==> src/rtl/axi2iob_pkg.sv <==
`default_nettype none
// ============================================================================
//  Module   : axi2iob_pkg
//  Purpose  : Shared types and constants for the AXI4 slave to IOb-native
//             master bridge (FSM state encoding, AXI burst and resp codes).
//  Ports    : none (package)
//  Revision : 1.0 - initial release
// ============================================================================
package axi2iob_pkg;

  typedef enum logic [2:0] {
    IDLE   = 3'd0,
    W_DATA = 3'd1,
    W_IOB  = 3'd2,
    W_RESP = 3'd3,
    R_IOB  = 3'd4,
    R_WAIT = 3'd5,
    R_DATA = 3'd6
  } state_t;

  localparam logic [1:0] AXI_BURST_FIXED = 2'b00;
  localparam logic [1:0] AXI_BURST_INCR  = 2'b01;
  localparam logic [1:0] AXI_BURST_WRAP  = 2'b10;

  localparam logic [1:0] AXI_RESP_OKAY   = 2'b00;
  localparam logic [1:0] AXI_RESP_SLVERR = 2'b10;

endpackage
`default_nettype wire

==> src/rtl/axi2iob_if.sv <==
`default_nettype none
// ============================================================================
//  Module   : axi2iob_if
//  Purpose  : Bundles the five AXI4 channels and the IOb-native master port
//             of the bridge.
//  Modports : slave  - the bridge: AXI slave side plus IOb master side
//             master - the environment: AXI master plus IOb memory
//  Revision : 1.0 - initial release
// ============================================================================
interface axi2iob_if #(
  parameter int ADDR_W    = 24,
  parameter int DATA_W    = 32,
  parameter int AXI_ID_W  = 1,
  parameter int AXI_LEN_W = 8
);
  // AW
  logic [AXI_ID_W-1:0]  axi_awid_i;
  logic [ADDR_W-1:0]    axi_awaddr_i;
  logic [AXI_LEN_W-1:0] axi_awlen_i;
  logic [2:0]           axi_awsize_i;
  logic [1:0]           axi_awburst_i;
  logic                 axi_awvalid_i;
  logic                 axi_awready_o;
  // W
  logic [DATA_W-1:0]    axi_wdata_i;
  logic [DATA_W/8-1:0]  axi_wstrb_i;
  logic                 axi_wlast_i;
  logic                 axi_wvalid_i;
  logic                 axi_wready_o;
  // B
  logic [AXI_ID_W-1:0]  axi_bid_o;
  logic [1:0]           axi_bresp_o;
  logic                 axi_bvalid_o;
  logic                 axi_bready_i;
  // AR
  logic [AXI_ID_W-1:0]  axi_arid_i;
  logic [ADDR_W-1:0]    axi_araddr_i;
  logic [AXI_LEN_W-1:0] axi_arlen_i;
  logic [2:0]           axi_arsize_i;
  logic [1:0]           axi_arburst_i;
  logic                 axi_arvalid_i;
  logic                 axi_arready_o;
  // R
  logic [AXI_ID_W-1:0]  axi_rid_o;
  logic [DATA_W-1:0]    axi_rdata_o;
  logic [1:0]           axi_rresp_o;
  logic                 axi_rlast_o;
  logic                 axi_rvalid_o;
  logic                 axi_rready_i;
  // IOb master
  logic                 iob_valid_o;
  logic [ADDR_W-1:0]    iob_addr_o;
  logic [DATA_W-1:0]    iob_wdata_o;
  logic [DATA_W/8-1:0]  iob_wstrb_o;
  logic                 iob_rvalid_i;
  logic [DATA_W-1:0]    iob_rdata_i;
  logic                 iob_ready_i;

  modport slave (
    input  axi_awid_i, axi_awaddr_i, axi_awlen_i, axi_awsize_i, axi_awburst_i, axi_awvalid_i,
    output axi_awready_o,
    input  axi_wdata_i, axi_wstrb_i, axi_wlast_i, axi_wvalid_i,
    output axi_wready_o,
    output axi_bid_o, axi_bresp_o, axi_bvalid_o,
    input  axi_bready_i,
    input  axi_arid_i, axi_araddr_i, axi_arlen_i, axi_arsize_i, axi_arburst_i, axi_arvalid_i,
    output axi_arready_o,
    output axi_rid_o, axi_rdata_o, axi_rresp_o, axi_rlast_o, axi_rvalid_o,
    input  axi_rready_i,
    output iob_valid_o, iob_addr_o, iob_wdata_o, iob_wstrb_o,
    input  iob_rvalid_i, iob_rdata_i, iob_ready_i
  );

  modport master (
    output axi_awid_i, axi_awaddr_i, axi_awlen_i, axi_awsize_i, axi_awburst_i, axi_awvalid_i,
    input  axi_awready_o,
    output axi_wdata_i, axi_wstrb_i, axi_wlast_i, axi_wvalid_i,
    input  axi_wready_o,
    input  axi_bid_o, axi_bresp_o, axi_bvalid_o,
    output axi_bready_i,
    output axi_arid_i, axi_araddr_i, axi_arlen_i, axi_arsize_i, axi_arburst_i, axi_arvalid_i,
    input  axi_arready_o,
    input  axi_rid_o, axi_rdata_o, axi_rresp_o, axi_rlast_o, axi_rvalid_o,
    output axi_rready_i,
    input  iob_valid_o, iob_addr_o, iob_wdata_o, iob_wstrb_o,
    output iob_rvalid_i, iob_rdata_i, iob_ready_i
  );

endinterface
`default_nettype wire

==> src/rtl/axi2iob_addr_gen.sv <==
`default_nettype none
// ============================================================================
//  Module   : axi2iob_addr_gen
//  Purpose  : Burst address generator. Latches start address, size and burst
//             type at the address handshake, steps once per beat, and flags
//             bursts the bridge cannot serve (WRAP, reserved type, oversize).
//  Ports    : clk, arst_n          - clock, async active-low reset
//             load                 - capture start_addr/size/burst
//             next                 - advance to the next beat address
//             start_addr/size/burst- AXI address-phase fields
//             addr                 - current beat address
//             err                  - burst is unsupported
//  Revision : 1.0 - initial release
// ============================================================================
module axi2iob_addr_gen
  import axi2iob_pkg::*;
#(
  parameter int ADDR_W = 24,
  parameter int DATA_W = 32
) (
  input  logic              clk,
  input  logic              arst_n,
  input  logic              load,
  input  logic              next,
  input  logic [ADDR_W-1:0] start_addr,
  input  logic [2:0]        size,
  input  logic [1:0]        burst,
  output logic [ADDR_W-1:0] addr,
  output logic              err
);

  localparam int SIZE_MAX = $clog2(DATA_W / 8);

  logic [2:0]        size_q;
  logic [1:0]        burst_q;
  logic              bad;
  logic [ADDR_W-1:0] step;

  assign bad  = (burst == AXI_BURST_WRAP) || (burst == 2'b11) || (size > 3'(SIZE_MAX));
  assign step = ADDR_W'(1) << size_q;

  always_ff @(posedge clk or negedge arst_n) begin
    if (!arst_n) begin
      addr    <= '0;
      size_q  <= '0;
      burst_q <= '0;
      err     <= 1'b0;
    end else if (load) begin
      addr    <= start_addr;
      size_q  <= size;
      burst_q <= burst;
      err     <= bad;
    end else if (next && (burst_q == AXI_BURST_INCR)) begin
      // Natural modulo-2^ADDR_W wrap; no 4 KiB boundary handling.
      addr <= addr + step;
    end
  end

endmodule
`default_nettype wire

==> src/rtl/axi2iob.sv <==
`default_nettype none
// ============================================================================
//  Module   : axi2iob
//  Purpose  : AXI4-full slave to IOb-native master bridge. One AXI burst in
//             flight; each beat becomes one IOb access. Write and read bursts
//             are arbitrated round-robin at the address phase.
//  Ports    : clk_i     - clock
//             arst_n_i  - asynchronous active-low reset
//             bus       - AXI AW/W/B/AR/R slave channels and IOb master port
//  Params   : ADDR_W, DATA_W (32 or 64), AXI_ID_W, AXI_LEN_W
//  Revision : 1.0 - initial release
// ============================================================================
module axi2iob
  import axi2iob_pkg::*;
#(
  parameter int ADDR_W    = 24,
  parameter int DATA_W    = 32,
  parameter int AXI_ID_W  = 1,
  parameter int AXI_LEN_W = 8
) (
  input logic      clk_i,
  input logic      arst_n_i,
  axi2iob_if.slave bus
);

  state_t               state, state_nxt;
  logic [AXI_ID_W-1:0]  id;
  logic [AXI_LEN_W-1:0] len, cnt;
  logic [DATA_W-1:0]    wdata, rdata;
  logic [DATA_W/8-1:0]  wstrb;
  logic                 wlast_err;
  logic                 last_wr;     // 1: write was served last, 0: read
  logic                 err;
  logic [ADDR_W-1:0]    addr;

  logic awready, arready, wready, bvalid, rvalid, iob_valid;
  logic step, rcap, last_beat, w_hs;

  assign last_beat = (cnt == len);
  assign w_hs      = wready && bus.axi_wvalid_i;

  axi2iob_addr_gen #(
    .ADDR_W (ADDR_W),
    .DATA_W (DATA_W)
  ) u_addr_gen (
    .clk        (clk_i),
    .arst_n     (arst_n_i),
    .load       (awready || arready),
    .next       (step),
    .start_addr (awready ? bus.axi_awaddr_i  : bus.axi_araddr_i),
    .size       (awready ? bus.axi_awsize_i  : bus.axi_arsize_i),
    .burst      (awready ? bus.axi_awburst_i : bus.axi_arburst_i),
    .addr       (addr),
    .err        (err)
  );

  always_ff @(posedge clk_i or negedge arst_n_i) begin
    if (!arst_n_i) state <= IDLE;
    else           state <= state_nxt;
  end

  always_comb begin
    state_nxt = state;
    awready   = 1'b0;
    arready   = 1'b0;
    wready    = 1'b0;
    bvalid    = 1'b0;
    rvalid    = 1'b0;
    iob_valid = 1'b0;
    step      = 1'b0;
    rcap      = 1'b0;
    case (state)
      IDLE: begin
        // Ready is raised only towards the channel that wins arbitration.
        if (bus.axi_awvalid_i && (!bus.axi_arvalid_i || !last_wr)) begin
          awready   = 1'b1;
          state_nxt = W_DATA;
        end else if (bus.axi_arvalid_i) begin
          arready   = 1'b1;
          state_nxt = R_IOB;
        end
      end
      W_DATA: begin
        wready = 1'b1;
        if (bus.axi_wvalid_i) begin
          if (!err)           state_nxt = W_IOB;
          else if (last_beat) state_nxt = W_RESP;
          else                step      = 1'b1;  // drop the beat, stay here
        end
      end
      W_IOB: begin
        iob_valid = 1'b1;
        if (bus.iob_ready_i) begin
          if (last_beat) state_nxt = W_RESP;
          else begin
            step      = 1'b1;
            state_nxt = W_DATA;
          end
        end
      end
      W_RESP: begin
        bvalid = 1'b1;
        if (bus.axi_bready_i) state_nxt = IDLE;
      end
      R_IOB: begin
        if (err) begin
          rcap      = 1'b1;  // loads zero data, no IOb access
          state_nxt = R_DATA;
        end else begin
          iob_valid = 1'b1;
          if (bus.iob_ready_i) begin
            if (bus.iob_rvalid_i) begin
              rcap      = 1'b1;
              state_nxt = R_DATA;
            end else begin
              state_nxt = R_WAIT;
            end
          end
        end
      end
      R_WAIT: begin
        if (bus.iob_rvalid_i) begin
          rcap      = 1'b1;
          state_nxt = R_DATA;
        end
      end
      R_DATA: begin
        rvalid = 1'b1;
        if (bus.axi_rready_i) begin
          if (last_beat) state_nxt = IDLE;
          else begin
            step      = 1'b1;
            state_nxt = R_IOB;
          end
        end
      end
      default: state_nxt = IDLE;
    endcase
  end

  always_ff @(posedge clk_i or negedge arst_n_i) begin
    if (!arst_n_i) begin
      id        <= '0;
      len       <= '0;
      cnt       <= '0;
      wdata     <= '0;
      wstrb     <= '0;
      rdata     <= '0;
      wlast_err <= 1'b0;
      last_wr   <= 1'b0;
    end else begin
      if (awready) begin
        id        <= bus.axi_awid_i;
        len       <= bus.axi_awlen_i;
        cnt       <= '0;
        wlast_err <= 1'b0;
        last_wr   <= 1'b1;
      end else if (arready) begin
        id        <= bus.axi_arid_i;
        len       <= bus.axi_arlen_i;
        cnt       <= '0;
        wlast_err <= 1'b0;
        last_wr   <= 1'b0;
      end
      if (w_hs) begin
        wdata <= bus.axi_wdata_i;
        wstrb <= bus.axi_wstrb_i;
        // The burst length is authoritative; a misplaced wlast only taints B.
        if (bus.axi_wlast_i != last_beat) wlast_err <= 1'b1;
      end
      if (rcap) rdata <= err ? '0 : bus.iob_rdata_i;
      if (step) cnt <= cnt + 1'b1;
    end
  end

  assign bus.axi_awready_o = awready;
  assign bus.axi_arready_o = arready;
  assign bus.axi_wready_o  = wready;
  assign bus.axi_bvalid_o  = bvalid;
  assign bus.axi_bid_o     = id;
  assign bus.axi_bresp_o   = (err || wlast_err) ? AXI_RESP_SLVERR : AXI_RESP_OKAY;
  assign bus.axi_rvalid_o  = rvalid;
  assign bus.axi_rid_o     = id;
  assign bus.axi_rdata_o   = rdata;
  assign bus.axi_rresp_o   = err ? AXI_RESP_SLVERR : AXI_RESP_OKAY;
  assign bus.axi_rlast_o   = rvalid && last_beat;
  assign bus.iob_valid_o   = iob_valid;
  assign bus.iob_addr_o    = addr;
  assign bus.iob_wdata_o   = wdata;
  assign bus.iob_wstrb_o   = (state == W_IOB) ? wstrb : '0;

endmodule
`default_nettype wire

==> src/flat_wrapper.sv <==
// flat-port wrapper written by rule: the top's interface ports become plain ports
module axi2iob_flat import axi2iob_pkg::*;
#(
  parameter int ADDR_W    = 24,
  parameter int DATA_W    = 32,
  parameter int AXI_ID_W  = 1,
  parameter int AXI_LEN_W = 8
)
  (clk_i, arst_n_i, bus_axi_awid_i, bus_axi_awaddr_i, bus_axi_awlen_i, bus_axi_awsize_i, bus_axi_awburst_i, bus_axi_awvalid_i, bus_axi_awready_o, bus_axi_wdata_i, bus_axi_wstrb_i, bus_axi_wlast_i, bus_axi_wvalid_i, bus_axi_wready_o, bus_axi_bid_o, bus_axi_bresp_o, bus_axi_bvalid_o, bus_axi_bready_i, bus_axi_arid_i, bus_axi_araddr_i, bus_axi_arlen_i, bus_axi_arsize_i, bus_axi_arburst_i, bus_axi_arvalid_i, bus_axi_arready_o, bus_axi_rid_o, bus_axi_rdata_o, bus_axi_rresp_o, bus_axi_rlast_o, bus_axi_rvalid_o, bus_axi_rready_i, bus_iob_valid_o, bus_iob_addr_o, bus_iob_wdata_o, bus_iob_wstrb_o, bus_iob_rvalid_i, bus_iob_rdata_i, bus_iob_ready_i);
  axi2iob_if #(.ADDR_W(ADDR_W), .DATA_W(DATA_W), .AXI_ID_W(AXI_ID_W), .AXI_LEN_W(AXI_LEN_W)) bus_i ();
  input logic clk_i;
  input logic arst_n_i;
  input wire logic [$bits(bus_i.axi_awid_i)-1:0] bus_axi_awid_i;
  input wire logic [$bits(bus_i.axi_awaddr_i)-1:0] bus_axi_awaddr_i;
  input wire logic [$bits(bus_i.axi_awlen_i)-1:0] bus_axi_awlen_i;
  input wire logic [$bits(bus_i.axi_awsize_i)-1:0] bus_axi_awsize_i;
  input wire logic [$bits(bus_i.axi_awburst_i)-1:0] bus_axi_awburst_i;
  input wire logic [$bits(bus_i.axi_awvalid_i)-1:0] bus_axi_awvalid_i;
  output wire logic [$bits(bus_i.axi_awready_o)-1:0] bus_axi_awready_o;
  input wire logic [$bits(bus_i.axi_wdata_i)-1:0] bus_axi_wdata_i;
  input wire logic [$bits(bus_i.axi_wstrb_i)-1:0] bus_axi_wstrb_i;
  input wire logic [$bits(bus_i.axi_wlast_i)-1:0] bus_axi_wlast_i;
  input wire logic [$bits(bus_i.axi_wvalid_i)-1:0] bus_axi_wvalid_i;
  output wire logic [$bits(bus_i.axi_wready_o)-1:0] bus_axi_wready_o;
  output wire logic [$bits(bus_i.axi_bid_o)-1:0] bus_axi_bid_o;
  output wire logic [$bits(bus_i.axi_bresp_o)-1:0] bus_axi_bresp_o;
  output wire logic [$bits(bus_i.axi_bvalid_o)-1:0] bus_axi_bvalid_o;
  input wire logic [$bits(bus_i.axi_bready_i)-1:0] bus_axi_bready_i;
  input wire logic [$bits(bus_i.axi_arid_i)-1:0] bus_axi_arid_i;
  input wire logic [$bits(bus_i.axi_araddr_i)-1:0] bus_axi_araddr_i;
  input wire logic [$bits(bus_i.axi_arlen_i)-1:0] bus_axi_arlen_i;
  input wire logic [$bits(bus_i.axi_arsize_i)-1:0] bus_axi_arsize_i;
  input wire logic [$bits(bus_i.axi_arburst_i)-1:0] bus_axi_arburst_i;
  input wire logic [$bits(bus_i.axi_arvalid_i)-1:0] bus_axi_arvalid_i;
  output wire logic [$bits(bus_i.axi_arready_o)-1:0] bus_axi_arready_o;
  output wire logic [$bits(bus_i.axi_rid_o)-1:0] bus_axi_rid_o;
  output wire logic [$bits(bus_i.axi_rdata_o)-1:0] bus_axi_rdata_o;
  output wire logic [$bits(bus_i.axi_rresp_o)-1:0] bus_axi_rresp_o;
  output wire logic [$bits(bus_i.axi_rlast_o)-1:0] bus_axi_rlast_o;
  output wire logic [$bits(bus_i.axi_rvalid_o)-1:0] bus_axi_rvalid_o;
  input wire logic [$bits(bus_i.axi_rready_i)-1:0] bus_axi_rready_i;
  output wire logic [$bits(bus_i.iob_valid_o)-1:0] bus_iob_valid_o;
  output wire logic [$bits(bus_i.iob_addr_o)-1:0] bus_iob_addr_o;
  output wire logic [$bits(bus_i.iob_wdata_o)-1:0] bus_iob_wdata_o;
  output wire logic [$bits(bus_i.iob_wstrb_o)-1:0] bus_iob_wstrb_o;
  input wire logic [$bits(bus_i.iob_rvalid_i)-1:0] bus_iob_rvalid_i;
  input wire logic [$bits(bus_i.iob_rdata_i)-1:0] bus_iob_rdata_i;
  input wire logic [$bits(bus_i.iob_ready_i)-1:0] bus_iob_ready_i;
  assign bus_i.axi_awid_i = bus_axi_awid_i;
  assign bus_i.axi_awaddr_i = bus_axi_awaddr_i;
  assign bus_i.axi_awlen_i = bus_axi_awlen_i;
  assign bus_i.axi_awsize_i = bus_axi_awsize_i;
  assign bus_i.axi_awburst_i = bus_axi_awburst_i;
  assign bus_i.axi_awvalid_i = bus_axi_awvalid_i;
  assign bus_axi_awready_o = bus_i.axi_awready_o;
  assign bus_i.axi_wdata_i = bus_axi_wdata_i;
  assign bus_i.axi_wstrb_i = bus_axi_wstrb_i;
  assign bus_i.axi_wlast_i = bus_axi_wlast_i;
  assign bus_i.axi_wvalid_i = bus_axi_wvalid_i;
  assign bus_axi_wready_o = bus_i.axi_wready_o;
  assign bus_axi_bid_o = bus_i.axi_bid_o;
  assign bus_axi_bresp_o = bus_i.axi_bresp_o;
  assign bus_axi_bvalid_o = bus_i.axi_bvalid_o;
  assign bus_i.axi_bready_i = bus_axi_bready_i;
  assign bus_i.axi_arid_i = bus_axi_arid_i;
  assign bus_i.axi_araddr_i = bus_axi_araddr_i;
  assign bus_i.axi_arlen_i = bus_axi_arlen_i;
  assign bus_i.axi_arsize_i = bus_axi_arsize_i;
  assign bus_i.axi_arburst_i = bus_axi_arburst_i;
  assign bus_i.axi_arvalid_i = bus_axi_arvalid_i;
  assign bus_axi_arready_o = bus_i.axi_arready_o;
  assign bus_axi_rid_o = bus_i.axi_rid_o;
  assign bus_axi_rdata_o = bus_i.axi_rdata_o;
  assign bus_axi_rresp_o = bus_i.axi_rresp_o;
  assign bus_axi_rlast_o = bus_i.axi_rlast_o;
  assign bus_axi_rvalid_o = bus_i.axi_rvalid_o;
  assign bus_i.axi_rready_i = bus_axi_rready_i;
  assign bus_iob_valid_o = bus_i.iob_valid_o;
  assign bus_iob_addr_o = bus_i.iob_addr_o;
  assign bus_iob_wdata_o = bus_i.iob_wdata_o;
  assign bus_iob_wstrb_o = bus_i.iob_wstrb_o;
  assign bus_i.iob_rvalid_i = bus_iob_rvalid_i;
  assign bus_i.iob_rdata_i = bus_iob_rdata_i;
  assign bus_i.iob_ready_i = bus_iob_ready_i;
  axi2iob #(.ADDR_W(ADDR_W), .DATA_W(DATA_W), .AXI_ID_W(AXI_ID_W), .AXI_LEN_W(AXI_LEN_W)) u_core (.clk_i(clk_i), .arst_n_i(arst_n_i), .bus(bus_i));
endmodule
==> config.mk <==
export PLATFORM = sky130hd
export DESIGN_NAME = axi2iob_flat
export DESIGN_NICKNAME = d
export VERILOG_FILES = /design/src/rtl/axi2iob_pkg.sv /design/src/rtl/axi2iob_if.sv /design/src/rtl/axi2iob_addr_gen.sv /design/src/rtl/axi2iob.sv /design/src/flat_wrapper.sv
export SDC_FILE = /design/constraint.sdc
export NUM_CORES = 1
export LEC_CHECK = 0
export CORE_ASPECT_RATIO = 1.5
export CORE_MARGIN = 10
export CORE_UTILIZATION = 47
export CTS_CLUSTER_DIAMETER = 60
export CTS_CLUSTER_SIZE = 28
export DETAILED_ROUTE_END_ITERATION = 10
export PLACE_DENSITY = 0.87
export SLEW_MARGIN = 20
export SYNTH_ARGS = -nofsm -noshare
export SYNTH_HDL_FRONTEND = slang
export SYNTH_SLANG_ARGS = --single-unit
==> constraint.sdc <==
create_clock -name clk_i -period 6.08 [get_ports clk_i]
set_input_delay 0.912 -clock clk_i [delete_from_list [all_inputs] [get_ports clk_i]]
set_output_delay 0.912 -clock clk_i [all_outputs]
set_load 0.05 [all_outputs]
# Yosys cells after proc, flatten, opt, wreduce, memory -nomap -nowiden
# Cells that the tools add are included.
dict set report totals {
  register_bits 120
  word_cells 109
}
dict set report classes {
  mux 57
  n_lt_le_gt_ge 1
  reduce_logical 16
  eq_ne 19
  shift 1
  addsub 2
}
# cell count
set op_table {}
lappend op_table {{2-to-1 mux 24 bit} 3}
lappend op_table {{2-to-1 mux 8 bit} 5}
lappend op_table {{2-to-1 mux 3 bit} 13}
lappend op_table {{2-to-1 mux 32 bit} 1}
lappend op_table {{2-to-1 mux 1 bit} 25}
lappend op_table {{adder 24 bit} 1}
lappend op_table {{<< shifter 1 x 3 -> 24 bit (first input constant)} 1}
lappend op_table {{case mux 3 bit (7 select lines)} 1}
lappend op_table {{2-to-1 mux 2 bit} 5}
lappend op_table {{!= test 2 bit (second input constant)} 5}
lappend op_table {{== test 3 bit (second input constant)} 3}
lappend op_table {{adder 8 x 1 -> 8 bit (second input constant)} 1}
lappend op_table {{== test 8 bit} 1}
lappend op_table {{AND reduction 8 bit} 1}
lappend op_table {{== test 3 x 2 -> 1 bit (second input constant)} 2}
lappend op_table {{!= test 3 x 2 -> 1 bit (second input constant)} 2}
lappend op_table {{logical OR 1 bit} 5}
lappend op_table {{== test 2 bit (second input constant)} 2}
lappend op_table {{logical AND 1 bit} 4}
lappend op_table {{2-to-1 mux 4 bit} 1}
lappend op_table {{case mux 1 bit (2 select lines)} 2}
lappend op_table {{nonzero test 2 bit} 2}
lappend op_table {{== test 3 x 1 -> 1 bit (second input constant)} 1}
lappend op_table {{> comparator 3 x 2 -> 1 bit (second input constant)} 1}
lappend op_table {{other kinds (7)} 8}

# Longest topological paths before layout
dict set report logic_depth {
  depth_word 9
  depth_mapped 10
}

# By module
# Synthesis repeated with hierarchy kept, for this count alone.
dict set report unflattened {
  cells_unflattened 701
  area_unflattened_um2 6483.7
}
# mod n_inst area_each_um2 cells_each
set modules_own_cells {}
lappend modules_own_cells {axi2iob 1 4466.8 489}
lappend modules_own_cells {axi2iob_addr_gen 1 2016.9 212}

# Worst setup path before layout
# No wires, ideal clock.
dict set report synth_timing {
  path_type {flip-flop to flip-flop}
  from {register u_core.state[0]}
  to {register u_core.wdata[17], in the netlist u_core.bus.iob_wdata_o[17]}
  n_path_buf 3
  t_arrival_ns 2.819
  synth_period_minus_slack_ns 2.944
  slack_ns 3.136
  stages_incl_launch_ff 8
  setup_ns 0.125
  required_time_ns 5.955
  cell_sequence {dfrtp_1 buf_2 inv_1 nor3_1 and2_1 buf_2 buf_2 mux2_2}
}
dict set report synth_between {
  elab_chain_cells 3
}
# item line_no
set synth_lines {}
lappend synth_lines {{start: declaration} axi2iob.sv:26} ;# state_t state, state_nxt;
lappend synth_lines {{start signal: assignment} axi2iob.sv:59} ;# else state <= state_nxt;
lappend synth_lines {{== test 3 x 1 -> 1 bit} axi2iob.sv:72} ;# case (state)
lappend synth_lines {{2-to-1 mux 1 bit} axi2iob.sv:72}
lappend synth_lines {{via bus_axi_wready_o} flat_wrapper.sv:24} ;# output wire logic [$bits(bus_i.axi_wready_o)-1:0] bus_axi_wready_o;
lappend synth_lines {{logical AND 1 bit} axi2iob.sv:40} ;# assign w_hs = wready && bus.axi_wvalid_i;
lappend synth_lines {{end signal: assignment} axi2iob.sv:166} ;# wdata <= bus.axi_wdata_i;
lappend synth_lines {{end: declaration} axi2iob.sv:29} ;# logic [DATA_W-1:0] wdata, rdata;
# The timed path passes the listed nets, and every way through them passes these cells.
# A chain may end at the register's enable or synchronous reset.

# Final worst setup path
dict set report layout_timing {
  from {input port bus_axi_awvalid_i}
  to {output port bus_axi_awready_o}
}
dict set report layout_between {
  elab_chain_cells 3
}
# item line_no
set layout_lines {}
lappend layout_lines {{start: declaration} flat_wrapper.sv:18} ;# input wire logic [$bits(bus_i.axi_awvalid_i)-1:0] bus_axi_awvalid_i;
lappend layout_lines {{logical AND 1 bit} axi2iob.sv:75} ;# if (bus.axi_awvalid_i && (!bus.axi_arvalid_i || !last_wr)) begin
lappend layout_lines {{2-to-1 mux 1 bit} axi2iob.sv:75}
lappend layout_lines {{2-to-1 mux 1 bit} axi2iob.sv:72}
lappend layout_lines {{end: declaration} flat_wrapper.sv:19} ;# output wire logic [$bits(bus_i.axi_awready_o)-1:0] bus_axi_awready_o;
# Every way passes these cells.

==> summary.txt <==
Synth
  – Mapped cell area: 6275 um^2
  – Yosys top cell area share: 47.86%
  – Syn. warnings: 0
  – Post-Syn Area per Cell: 9.351 um^2
  – EDFF count, synth: 0
  – Syn Inst Count: 671
  – Dominant cells by area after synthesis: dfrtp_1 48%, nand2_1 8.4%, mux2_2 6.6%
  – Unique masters post-synth: 64
  – Yosys top cell by area: dfrtp_1
  – Synth async-reset ratio: 100.0%
  – Number of synthesized register bits: 120
  – Sequential fraction of the synthesis area: 47.86%
  – Main flop type after synthesis: dfrtp_1

Pwr
  – Pleak: 3.979 nW
  – Pwr/cell area: 569.0 nW/um^2
  – Peak supply drop: 411.6 uV

STA
  – Final hold slack: 477.6 ps
  – Least-Margin Pin Slew: 908.8 ps
  – Clock skew: 8.393 ps
  – TNS Setup: 0 ps
  – Crit path time final: 3931 ps
  – Max_slew headroom: 39.04%
  – Final Max Slew Viols: 0
  – RSZ-0062 raised after global routing: false
  – Final hold vios: 0
  – Final setup viols: 0
  – Max Freq: 254.4 MHz
  – Final WS setup: 2149 ps
  – Period utilization: 64.66%

Routing
  – Detail Route Antenna Nets: 0
  – Initial drt markers: 410
  – Drt first pass iters: 5
  – DR vias/cell: 5.586
  – DR vias: 6,039
  – DR WL/cell: 19.95 um
  – WL final: 21.57 mm
  – # DRC: 0

Critical path
  – CP cell instances: clkdlybuf4s50_1 > a21boi_0 > nand2_2 > clkinv_1 > clkdlybuf4s50_1
  – Kind of critical path: in2out
  – CP Depth: 5
  – Crit-path slowest cell: clkdlybuf4s50_1
  – WP data required: 5170 ps
  – Cell mode on critical path: clkdlybuf4s50_1
  – WP data arrival: 3020 ps
  – Worst path top cell family by delay: buffers and inverters
  – Worst path max stage delay: 890 ps
  – Worst Path Buf+Inv: 3
  – Crit path max fanout: 16
  – Crit start category: input pin
  – Worst Setup End Kind: output pin
  – Worst reg2reg path depth: 10

Clock tree
  – Clock transition at the registers of the reported paths: 60 ps
  – Clk Tree Root Cell: clkbuf_16
  – CTS tree: yes
  – Post-CTS Repair Setup Buffers: 0
  – Cts hold-fix bufs: 0
  – CTS Buf Count: 17
  – Worst skew pair latency: 410 ps
  – Clk sinks: 120
  – H-tree Lvls: 4
  – Clock buffer depth: 2
  – Post-CTS resize count: 0

Placed design
  – GPL Wtd Cong: 0.8680
  – Dpl hpwl: 16.18 mm
  – Port bufs: 256
  – Setup slack at placement: 2149 ps

Floorplan
  – Site row count: 51
  – Core outline area: 13,020 um^2
  – I/O Pins: 259
  – Die Height: 161.5 um
  – Starting density of the core: 48.20%
  – Chip width: 114.3 um
  – Die area: 18,470 um^2

Global routing
  – Vias in the first global route: 6,277
  – Initial antenna violation count: 0
  – Largest net degree at the start of global routing: 67
  – First-pass GRT wire length: 33.85 mm
  – GR Util All Layers: 22.78%
  – GRT Residual Overflow: 0

Cells and area
  – Final net count: 1,073
  – Final core occ: 73.03%
  – Antenna Cells: 0
  – P&R area growth vs syn: 51.51%
  – Layout cells sized above 1: 9.761%

Hold path
  – Worst Hold Depth: 2
  – Worst hold path type: reg2reg

Job
  – MaxCap Viol Count: 0

Run status
  – Outcome: complete, no violations
## logic make-up after synthesis
group | synth area share, %
AND/OR/NAND/NOR | 18.41
AO/OA/AOI/OAI | 16.89
flip-flops | 47.86
buffers and inverters | 4.068
multiplexers | 7.119
XOR/XNOR | 3.490
adder cells (fa/ha/maj) | 2.114
other | 0.05976
## path summary, 6_finish.rpt
kind	start	end	slack [ps]
worst max-delay path	bus_axi_awvalid_i	bus_axi_awready_o	2150
worst min-delay path	u_core.bus.axi_rdata_o[0]	u_core.bus.axi_rdata_o[0]	480
worst max register to register	u_core.state[1]	u_core.u_addr_gen.addr[1]	3140
worst min register to register	u_core.bus.axi_rdata_o[0]	u_core.bus.axi_rdata_o[0]	480
max in group asynchronous	arst_n_i	u_core.bus.axi_rdata_o[9]	4240
min in group asynchronous	arst_n_i	u_core.u_addr_gen.addr[17]	610
## per-stage QoR
stage          cells  power [mW]  area (um^2)
6_report        1081       5.409         9507
5_1_grt         1081       5.702         9507
2_1_floorplan    672       3.379         6279
4_1_cts         1081       5.435         9507
3_3_place_gp    1049       4.298         8894
3_5_place_dp    1049       4.363         8894
## cell usage after synthesis, drive strengths merged (4+ instances only)
cell type / number
xor2: 4
a21oi: 23
nand2b: 6
nand2: 140
and2: 4
buf: 16
o21ai: 56
nand4: 5
and3: 15
o22ai: 6
dfrtp: 120
a2111oi: 6
a21o: 4
inv: 10
a31oi: 20
xnor2: 21
a211oi: 5
o211ai: 7
clkbuf: 30
nor2: 39
nand3: 20
nor3: 12
ha: 9
mux2: 37
## layout by cell type, fill, tap and decap left out, types with 9 or more instances in the layout
cell type / netlist / layout
clkdlybuf4s50_1: 0 / 255
nand2_1: 140 / 139
dfrtp_1: 120 / 120
o21ai_0: 56 / 55
nor2_1: 39 / 39
mux2_2: 37 / 37
a21oi_1: 23 / 23
xnor2_1: 21 / 21
nand3_1: 20 / 20
a31oi_1: 20 / 20
clkbuf_16: 0 / 17
and3_1: 15 / 15
nor3_1: 12 / 12
inv_1: 10 / 10
ha_1: 9 / 9
buf_4: 7 / 9
## registers in the layout, summed over array words and instances, names as in the netlist
register,flops
u_core.bus.axi_rdata_o,32
u_core.bus.iob_wdata_o,32
u_core.u_addr_gen.addr,24
u_core.cnt,8
u_core.len,8
u_core.wstrb,4
u_core.state,3
u_core.u_addr_gen.size_q,3
u_core.u_addr_gen.burst_q,2
u_core.bus.axi_bid_o,1
u_core.last_wr,1
u_core.u_addr_gen.err,1
u_core.wlast_err,1
## tightest hold or removal path, cell delays in order, from the launching register on
cell	delay, ps
dfrtp_1	340
nand2_1	40
o21ai_0	60
## report_power, final
| group | internal (mW) | switching, mW |
|---|---|---|
| logic | 1.06 | 1.86 |
| registers | 1.14 | 0.309 |
| clock network | 0.658 | 0.381 |
| total | 2.86 | 2.55 |
## routing by layer
layer	part of all wire (%)	vias to the layer above	track usage (%)
met3	7.9	37	6.081
met2	55	291	41.64
met1	35	2868	24.25
met5	0	-	0
li1	-	2843	-
met4	2.2	0	7.829
## area by class of cell
class | instances | area (um^2)
inverter | 13 | 48.80
clock buffer | 18 | 439.2
timing repair buffer | 264 | 2620
sequential | 120 | 3003
tap | 159 | 198.9
fill | 967 | 3511
clock inverter | 14 | 173.9
multi-input combinational | 493 | 3023
Note: power is estimated with default switching activity, not from simulation.
